File: src/rtl/iq_rate_buffer_pkg.sv
// iq_rate_buffer_pkg: shared state encoding and default sizing for the IQ rate buffer
package iq_rate_buffer_pkg;
    localparam int DEF_DATA_W       = 12;
    localparam int DEF_ADDR_W       = 4;
    localparam int DEF_PRIME_LVL    = 8;
    localparam int DEF_OUT_INTERVAL = 4;
    typedef enum logic [1:0] {
        IDLE = 2'd0,
        FILL = 2'd1,
        RUN  = 2'd2
    } state_t;
endpackage

File: src/rtl/iq_rate_buffer_if.sv
// iq_rate_buffer_if: IQ sample stream in (from RX) and paced stream out (to TX)
interface iq_rate_buffer_if
    import iq_rate_buffer_pkg::*;
#(
    parameter int DW = DEF_DATA_W
);
    logic          i_iqdata_fp;
    logic [DW-1:0] i_idata;
    logic [DW-1:0] i_qdata;
    logic          o_iqdata_fp;
    logic [DW-1:0] o_idata;
    logic [DW-1:0] o_qdata;
    modport slave  (input i_iqdata_fp, i_idata, i_qdata, output o_iqdata_fp, o_idata, o_qdata);
    modport master (output i_iqdata_fp, i_idata, i_qdata, input o_iqdata_fp, o_idata, o_qdata);
endinterface

File: src/rtl/iq_sync_fifo.sv
// iq_sync_fifo: single-clock FIFO with flush, occupancy count and full/empty flags
module iq_sync_fifo #(
    parameter int W      = 24,
    parameter int ADDR_W = 4
) (
    input  logic              i_clk,
    input  logic              i_rst_n,
    input  logic              i_flush,
    input  logic              i_push,
    input  logic              i_pop,
    input  logic [W-1:0]      i_wdata,
    output logic [W-1:0]      o_rdata,
    output logic [ADDR_W:0]   o_level,
    output logic              o_full,
    output logic              o_empty
);
    logic [W-1:0]      r_mem [2**ADDR_W];
    logic [ADDR_W-1:0] r_wr_ptr;
    logic [ADDR_W-1:0] r_rd_ptr;
    logic [ADDR_W:0]   r_level;
    logic              w_push;
    assign o_full  = r_level == (ADDR_W+1)'(2**ADDR_W);
    assign o_empty = r_level == '0;
    // a pop in the same cycle frees the slot a full FIFO would otherwise refuse
    assign w_push  = i_push & (~o_full | i_pop);
    assign o_rdata = r_mem[r_rd_ptr];
    assign o_level = r_level;
    always_ff @(posedge i_clk or negedge i_rst_n) begin
        if (!i_rst_n) begin
            r_wr_ptr <= '0;
            r_rd_ptr <= '0;
            r_level  <= '0;
        end else if (i_flush) begin
            r_wr_ptr <= '0;
            r_rd_ptr <= '0;
            r_level  <= '0;
        end else begin
            r_wr_ptr <= r_wr_ptr + ADDR_W'(w_push);
            r_rd_ptr <= r_rd_ptr + ADDR_W'(i_pop);
            r_level  <= r_level + (ADDR_W+1)'(w_push) - (ADDR_W+1)'(i_pop);
        end
    end
    always_ff @(posedge i_clk) begin
        if (w_push && !i_flush) r_mem[r_wr_ptr] <= i_wdata;
    end
endmodule

File: src/rtl/iq_rate_buffer.sv
// iq_rate_buffer: absorbs RX strobe jitter and re-emits IQ pairs on a fixed output cadence
module iq_rate_buffer
    import iq_rate_buffer_pkg::*;
#(
    parameter int DATA_W       = DEF_DATA_W,
    parameter int ADDR_W       = DEF_ADDR_W,
    parameter int PRIME_LVL    = DEF_PRIME_LVL,
    parameter int OUT_INTERVAL = DEF_OUT_INTERVAL
) (
    input  logic              i_fpga_clk,
    input  logic              i_fpga_rst,
    input  logic              i_enable,
    input  logic              i_clr_status,
    iq_rate_buffer_if.slave   io_iq,
    output logic [ADDR_W:0]   o_level,
    output logic              o_running,
    output logic              o_ovf,
    output logic              o_udf
);
    localparam int PACE_W = OUT_INTERVAL > 1 ? $clog2(OUT_INTERVAL) : 1;
    state_t              r_state;
    state_t              w_next;
    logic [PACE_W-1:0]   r_pace;
    logic [PACE_W-1:0]   w_pace_next;
    logic                r_running;
    logic                r_strobe;
    logic [DATA_W-1:0]   r_idata;
    logic [DATA_W-1:0]   r_qdata;
    logic                r_ovf;
    logic                r_udf;
    logic                w_full;
    logic                w_empty;
    logic                w_push;
    logic                w_pop;
    logic                w_slot;
    logic                w_ovf_evt;
    logic                w_udf_evt;
    logic [2*DATA_W-1:0] w_rdata;
    logic [ADDR_W:0]     w_level;
    assign w_slot    = i_enable & (r_state == RUN) & (r_pace == '0);
    assign w_pop     = w_slot & ~w_empty;
    assign w_udf_evt = w_slot & w_empty;
    assign w_push    = i_enable & io_iq.i_iqdata_fp;
    assign w_ovf_evt = w_push & w_full & ~w_pop;
    iq_sync_fifo #(
        .W      (2*DATA_W),
        .ADDR_W (ADDR_W)
    ) u_fifo (
        .i_clk   (i_fpga_clk),
        .i_rst_n (i_fpga_rst),
        .i_flush (~i_enable),
        .i_push  (w_push),
        .i_pop   (w_pop),
        .i_wdata ({io_iq.i_idata, io_iq.i_qdata}),
        .o_rdata (w_rdata),
        .o_level (w_level),
        .o_full  (w_full),
        .o_empty (w_empty)
    );
    always_comb begin
        w_next = !i_enable ? IDLE :
                 r_state == IDLE ? FILL :
                 r_state == FILL ? (w_level >= (ADDR_W+1)'(PRIME_LVL) ? RUN : FILL) :
                 r_state == RUN  ? (w_udf_evt ? FILL : RUN) : IDLE;
        w_pace_next = (r_state == RUN && w_next == RUN) ?
                      (r_pace == PACE_W'(OUT_INTERVAL-1) ? '0 : r_pace + PACE_W'(1)) : '0;
    end
    always_ff @(posedge i_fpga_clk or negedge i_fpga_rst) begin
        if (!i_fpga_rst) begin
            r_state   <= IDLE;
            r_pace    <= '0;
            r_running <= 1'b0;
            r_strobe  <= 1'b0;
            r_idata   <= '0;
            r_qdata   <= '0;
            r_ovf     <= 1'b0;
            r_udf     <= 1'b0;
        end else begin
            r_state   <= w_next;
            r_pace    <= w_pace_next;
            r_running <= w_next == RUN;
            r_strobe  <= w_pop;
            if (w_pop) {r_idata, r_qdata} <= w_rdata;
            r_ovf     <= w_ovf_evt | (r_ovf & ~i_clr_status);
            r_udf     <= w_udf_evt | (r_udf & ~i_clr_status);
        end
    end
    assign io_iq.o_iqdata_fp = r_strobe;
    assign io_iq.o_idata     = r_idata;
    assign io_iq.o_qdata     = r_qdata;
    assign o_level           = w_level;
    assign o_running         = r_running;
    assign o_ovf             = r_ovf;
    assign o_udf             = r_udf;
endmodule

File: src/flat_wrapper.sv
// flat-port wrapper written by rule: the top's interface ports become plain ports
module iq_rate_buffer_flat import iq_rate_buffer_pkg::*;
#(
    parameter int DATA_W       = DEF_DATA_W,
    parameter int ADDR_W       = DEF_ADDR_W,
    parameter int PRIME_LVL    = DEF_PRIME_LVL,
    parameter int OUT_INTERVAL = DEF_OUT_INTERVAL
)
  (i_fpga_clk, i_fpga_rst, i_enable, i_clr_status, o_level, o_running, o_ovf, o_udf, io_iq_i_iqdata_fp, io_iq_i_idata, io_iq_i_qdata, io_iq_o_iqdata_fp, io_iq_o_idata, io_iq_o_qdata);
  iq_rate_buffer_if #(.DW(12)) io_iq_i ();
  input  logic i_fpga_clk;
  input  logic i_fpga_rst;
  input  logic i_enable;
  input  logic i_clr_status;
  output logic [ADDR_W:0] o_level;
  output logic o_running;
  output logic o_ovf;
  output logic o_udf;
  input wire logic [$bits(io_iq_i.i_iqdata_fp)-1:0] io_iq_i_iqdata_fp;
  input wire logic [$bits(io_iq_i.i_idata)-1:0] io_iq_i_idata;
  input wire logic [$bits(io_iq_i.i_qdata)-1:0] io_iq_i_qdata;
  output wire logic [$bits(io_iq_i.o_iqdata_fp)-1:0] io_iq_o_iqdata_fp;
  output wire logic [$bits(io_iq_i.o_idata)-1:0] io_iq_o_idata;
  output wire logic [$bits(io_iq_i.o_qdata)-1:0] io_iq_o_qdata;
  assign io_iq_i.i_iqdata_fp = io_iq_i_iqdata_fp;
  assign io_iq_i.i_idata = io_iq_i_idata;
  assign io_iq_i.i_qdata = io_iq_i_qdata;
  assign io_iq_o_iqdata_fp = io_iq_i.o_iqdata_fp;
  assign io_iq_o_idata = io_iq_i.o_idata;
  assign io_iq_o_qdata = io_iq_i.o_qdata;
  iq_rate_buffer #(.DATA_W(DATA_W), .ADDR_W(ADDR_W), .PRIME_LVL(PRIME_LVL), .OUT_INTERVAL(OUT_INTERVAL)) u_core (.i_fpga_clk(i_fpga_clk), .i_fpga_rst(i_fpga_rst), .i_enable(i_enable), .i_clr_status(i_clr_status), .io_iq(io_iq_i), .o_level(o_level), .o_running(o_running), .o_ovf(o_ovf), .o_udf(o_udf));
endmodule
File: config.mk
export PLATFORM = sky130hd
export DESIGN_NAME = iq_rate_buffer_flat
export DESIGN_NICKNAME = d
export VERILOG_FILES = /design/src/rtl/iq_rate_buffer_pkg.sv /design/src/rtl/iq_rate_buffer_if.sv /design/src/rtl/iq_sync_fifo.sv /design/src/rtl/iq_rate_buffer.sv /design/src/flat_wrapper.sv
export SDC_FILE = /design/constraint.sdc
export NUM_CORES = 1
export LEC_CHECK = 0
export ABC_AREA = 1
export BUFFER_PORTS_ARGS = -buffer_cell sky130_fd_sc_hd__buf_2
export CAP_MARGIN = 20
export CORE_MARGIN = 2
export CORE_UTILIZATION = 49
export DETAILED_ROUTE_END_ITERATION = 8
export PLACE_DENSITY_LB_ADDON = 0.08
export SYNTH_ARGS = -nofsm -noshare
export SYNTH_HDL_FRONTEND = slang
export SYNTH_HIERARCHICAL = 1
export SYNTH_SLANG_ARGS = --single-unit
File: constraint.sdc
create_clock -name i_fpga_clk -period 3.1 [get_ports i_fpga_clk]
set_clock_uncertainty 0.15 [all_clocks]
set_input_delay 0.62 -clock i_fpga_clk [delete_from_list [all_inputs] [get_ports i_fpga_clk]]
set_output_delay 0.62 -clock i_fpga_clk [all_outputs]
set_load 0.02 [all_outputs]
* Yosys cells after proc, flatten, opt, wreduce, memory -nomap -nowiden
Memory sizes are Yosys's and may differ from the RTL's. A register that Yosys moved wholly into a read port is not among the register bits.
Cells that the tools add are included.
Widths: inputs -> output; s select.
** Storage, ports and cells
- Bits in registers :: 21
- RAM bits :: 384
- Input bits :: 29
- Memories :: 1
** Operators by class
- Add/subtract/negate cells :: 5
- Magnitude comparators :: 1
- Eq/ne operators :: 5
- Mux-type cells :: 13
- Bitwise operators :: 17
- Reduce and logical (&&, ||, !) cells :: 6
** Memories
- u_core.u_fifo.r_mem :: words 16, bits a word 24, rd ports 1, clocked after memory_dff 1, wr ports 1, line iq_sync_fifo.sv:17 : logic [W-1:0] r_mem [2**ADDR_W];
** Operator list (count)
- $mux 2 :: 8
- $and 1x1->1 :: 10
- $add 4x1->4 :: 2
- $mux 4 :: 2
- $eq 2x2->1 const B :: 3
- $add 5x1->5 :: 1
- $eq 5x5->1 const B :: 1
- $ge 5x4->1 const B :: 1
- $logic_not 5->1 :: 1
- $mux 5 :: 1
- $sub 5x1->5 :: 1
- $logic_not 2->1 :: 2
- $not 1->1 :: 4
- $or 1x1->1 :: 3
- $add 2x1->2 const B :: 1
- $eq 2x1->1 const B :: 1
- $logic_and 1x1->1 :: 2
- $mux 1 :: 2
- $logic_not 1->1 :: 1

* Logic depth before layout (Yosys ltp)
- Depth after elaboration :: 12
- Mapped depth :: 19

* Hierarchy
Netlist, hierarchy kept.
** By module, submodules not included
- iq_sync_fifo :: instances 1, cells each 1674, area each 17251.5 um^2, sequential area each 11856.4 um^2
- iq_rate_buffer :: instances 1, cells each 143, area each 1278.7 um^2, sequential area each 800.8 um^2

* Worst setup path before layout
Ideal clock, no wire load.
- Path type :: reg2reg
- Start point :: register u_core.u_fifo.r_level[3] (netlist: u_core/u_fifo/o_level[3])
- End point :: memory u_core.u_fifo.r_mem[10][0], enable pin
- Arrival time :: 2734 ps
- Data required time :: 2545 ps
- Slack :: -188 ps
- Stages on the path, launching flop included :: 14
- Path buffers :: 2
- Cells stage by stage :: dfrtp_1 > inv_1 > ha_1 > nand2_1 > nor2_1 > inv_1 > nand2_2 > clkinv_2 > buf_6 > inv_1 > nand2_1 > nand3_2 > buf_4 > nor2_1
** Between the ends
- Word-level cells in the longest chain between the ends :: 8
** Ends and longest elaborated chain
- start: declaration :: line iq_sync_fifo.sv:20 : logic [ADDR_W:0] r_level;
- start signal: assignment :: line iq_sync_fifo.sv:40 : r_level <= r_level + (ADDR_W+1)'(w_push) - (ADDR_W+1)'(i_pop);
- $logic_not 5->1 :: line iq_sync_fifo.sv:23 : assign o_empty = r_level == '0;
- via u_core.w_empty :: line iq_rate_buffer.sv:32 : logic w_empty;
- $not 1->1 :: line iq_rate_buffer.sv:41 : assign w_pop = w_slot & ~w_empty;
- $and 1x1->1 :: line iq_rate_buffer.sv:41
- via u_core.w_pop :: line iq_rate_buffer.sv:34 : logic w_pop;
- $or 1x1->1 :: line iq_sync_fifo.sv:25 : assign w_push = i_push & (~o_full | i_pop);
- $and 1x1->1 :: line iq_sync_fifo.sv:25
- $logic_and 1x1->1 :: line iq_sync_fifo.sv:44 : if (w_push && !i_flush) r_mem[r_wr_ptr] <= i_wdata;
- $mux 1 :: line iq_sync_fifo.sv:44
- $mux 1 (not written as such) :: line iq_sync_fifo.sv:44
- end: declaration :: line iq_sync_fifo.sv:17
The timed path passes the listed nets, and every way through them passes these cells.

* Worst setup path in the final report
- Start point :: register u_core.u_fifo.r_level[3] (netlist: u_core/u_fifo/o_level[3])
- End point :: register u_core.u_fifo.r_level[4] (netlist: u_core/u_fifo/o_level[4])
** Between the ends
- Word-level cells in the longest chain between the ends :: 8
** Ends and longest elaborated chain
- $logic_not 5->1 (*) :: line iq_sync_fifo.sv:23
- via u_core.w_empty :: line iq_rate_buffer.sv:32
- $not 1->1 (*) :: line iq_rate_buffer.sv:41
- $and 1x1->1 (*) :: line iq_rate_buffer.sv:41
- $or 1x1->1 :: line iq_sync_fifo.sv:25
- $and 1x1->1 :: line iq_sync_fifo.sv:25
- $add 5x1->5 :: line iq_sync_fifo.sv:40
- $sub 5x1->5 (*) :: line iq_sync_fifo.sv:40
- $mux 5 (*) :: line iq_sync_fifo.sv:33 : end else if (i_flush) begin
Mark *: on every way through the listed nets, which the timed path passes. The rest lies on a longest branch.

==> flow_metrics.tcl <==
set metrics [dict create \
    outcome "finished clean" \
    vias_per_cell 5.07 \
    arrival_ns 2.93 \
    cts_sinks 429 \
    synth_seq_area_share_pct 68.3 \
    pwr-share-seq_pct 49.6 \
    cp_top_family "adder cells" \
    grt_pass1_vias 12000 \
    fin_crit_ns 2.62 \
    ys_ff_latch 429 \
    yosys.area.top_type "edfxtp_1" \
    switching_share_pct 23.8 \
    setup_viol 0 \
    ys_top_cells_by_count "nand2_1, edfxtp_1, inv_1" \
    gr-total-overflow 0 \
    cts_setup_buffers 0 \
    p_clk_share_pct 40.6 \
    die_area_sq_um 39400 \
    met3WireLength_um 2370 \
    cp-start-kind "flip-flop" \
    async_flop_share_pct 10.5 \
    antenna_cells 0 \
    cts_resized 0 \
    clockRootBuffer "clkbuf_16" \
    critPathSlowestCell "fa_1" \
    fillCellCount 3229 \
    fin_cells 2434 \
    clk_pin_slew_ns 0.05 \
    clock_latency_ns 0.57 \
    netlist.area_leader.share_pct 62.2 \
    critical-path-max-stage-delay_ns 0.43 \
    port_buffers 61 \
    grt_pass1_wl_um 68800 \
    post-place-cells 2350 \
    drv_cap 0 \
    post_drt_wl_per_cell_um 18.5 \
    initial_core_util_pct 49.4 \
    synth_cell_types 26 \
    htree_levels 2 \
    ir_drop_uv 559 \
    power_w 0.0133 \
    ys_warn_count 6 \
    grt_max_degree 133 \
    cts_tree "built" \
    drt_iter0_markers 863 \
    avgSynthCellArea_sq_um 10.2 \
    p_per_area_nw_per_um2 630 \
    rsz0062_at_grt "false" \
    final_util_pct 56.5 \
    synth_flop_cell "edfxtp_1" \
    p_leak_nw 9.21 \
    wl_met1_um 20000 \
    p_comb_share_pct 9.8 \
    top_layer "met4" \
    dp_worst_setup_slack_ns 0.471 \
    hpwlAfterDp_um 26700 \
    syn_to_final_growth_pct 14.3 \
    worstSetupPathType "reg2reg" \
    dieWidth_um 198 \
    wirelength_um 44900 \
    wl_met2_um 21500 \
    yosysMostFrequentCell "nand2_1" \
    fmax_mhz 381 \
    p_sw_w 0.00318 \
    cts_buffer_depth 3 \
    layout_setup_ws_ns 0.476 \
    num_vias 12300 \
    ioPinCount 62 \
    drt_first_pass_iters 7 \
    syn-num-nets 1858 \
    final_nets 1929 \
    die_y_um 198 \
    drc 0 \
    syn_inst 1817 \
    post-route-period-util_pct 84.6 \
    core_sq_um 37500 \
    synth_edf_count 384 \
    worstPathMaxFanout 4 \
    crit_path_frequent_cell "nand2_1" \
    grtUsageTotal_pct 23.5 \
    synthTopCellsByArea "edfxtp_1, nand2_1, nand3_1" \
    finalHoldViolCount 0 \
    hp-class "in2reg" \
    rows 71 \
    cts_inserted_buffers 46 \
    syn_area_sq_um 18500 \
    final_cell_area_sq_um 21200 \
    relSlewSlack_pct 47.7 \
    dpl-instance-area_sq_um 19700 \
    endpoint_kind "flip-flop" \
    layout-drive-gt1-share_pct 10.3 \
    ant_nets 0 \
    antenna_found_initial 0 \
    slew_viol_final 0 \
    routabilityCongestion 0.808 \
    internal-power_w 0.0102 \
    worstPathRequired_ns 3.41 \
    path_buf_inv 4 \
    tightestPinTransition_ns 0.785 \
    path_cells "inv_1 > ha_1 > nand2_1 > nor2_1 > inv_1 > nand2_2 > clkinv_2 > inv_1 > or2_2 > o21ai_0 > ha_1 > fa_1 > nand2_1 > a21oi_1 > nor2_1 > nand2_1 > nand2_1 > nor2_1" \
]
-- final timing paths --
kind	slack, ns	startpoint	endpoint	cells past startpoint
max	0.48	u_core/u_fifo/o_level[3]	u_core/u_fifo/o_level[4]	18
min	0.09	i_clr_status	u_core/o_ovf	2
max reg2reg	0.48	u_core/u_fifo/o_level[3]	u_core/u_fifo/o_level[4]	18
min reg2reg	0.32	u_core/io_iq.o_qdata[10]	u_core/io_iq.o_qdata[10]	2
max in group asynchronous	1.56	i_fpga_rst	u_core/io_iq.o_idata[4]	3
min in group asynchronous	0.52	i_fpga_rst	u_core/io_iq.o_idata[9]	2
-- routing by layer --
| metal | vias up | GRT usage [%] |
|---|---|---|
| met5 | - | 0 |
| met4 | 0 | 6.91 |
| met3 | 78 | 4.05 |
| met2 | 352 | 39.6 |
| met1 | 5951 | 31.3 |
| li1 | 5953 | - |
-- state kept, by name, summed over array words and instances, names as in the netlist --
| signal | cells |
|---|---|
| u_core/u_fifo/r_wr_ptr | 4 |
| u_core/io_iq.o_iqdata_fp | 1 |
| u_core/o_udf | 1 |
| u_core/io_iq.o_idata | 12 |
| u_core/u_fifo/o_level | 5 |
| u_core/io_iq.o_qdata | 12 |
| u_core/u_fifo/r_rd_ptr | 4 |
| u_core/r_state | 2 |
| u_core/o_ovf | 1 |
| u_core/o_running | 1 |
| u_core/u_fifo/r_mem | 384 |
| u_core/r_pace | 2 |
-- cell families after synthesis --
logic type               after synthesis  share of synthesized area, %
AND/OR/NAND/NOR                      950                          21.4
buffers and inverters                408                          8.97
adder cells (fa/ha/maj)               12                         0.851
AO/OA/AOI/OAI                         17                         0.459
XOR/XNOR                               1                        0.0473
flip-flops                           429                          68.3
-- power by group through the flow --
stage | clock (W) | sequential, W | combinational, W
finish | 0.00541 | 0.00662 | 0.00131
CTS | 0.00553 | 0.00662 | 0.00133
floorplan | 0 | 0.00692 | 0.000613
global placement | 0 | 0.00673 | 0.00132
detailed placement | 0 | 0.00674 | 0.00132
global route | 0.00575 | 0.00664 | 0.00148
-- layout make-up --
class | count | area [sq um] | area share, %
clock buffer | 67 | 1310 | 6.20
clock inverter | 16 | 175 | 0.827
inverter | 324 | 1220 | 5.78
multi-input combinational | 980 | 4330 | 20.5
sequential | 429 | 12700 | 59.8
tap | 511 | 639 | 3.02
timing repair buffer | 107 | 828 | 3.91
-- placed cells by master, fill, tap and decap left out, drive strengths merged --
master and n:
a21oi 9, and3 1, buf 106, bufinv 4, clkbuf 67, clkinv 15
dfrtp 45, dlygate4sd3 1, edfxtp 384, fa 1, ha 11, inv 321
nand2 610, nand3 294, nand3b 1, nand4 1, nor2 41, o21ai 8
or2 2, xor2 1
-- through the flow --
stage               TNS, ns  hold slack, ns
floorplan            -48.94           0.174
global placement          0           0.308
detailed placement        0           0.310
CTS                       0          0.0676
global route              0          0.0854
finish                    0          0.0948
-- timing repair --
| action | CTS | global route |
|---|---|---|
| hold endpoints to repair | 12 | 0 |
| hold buffers | 1 | 0 |
| setup endpoints to repair | 0 | 0 |
Note: power is estimated with default switching activity, not from simulation.
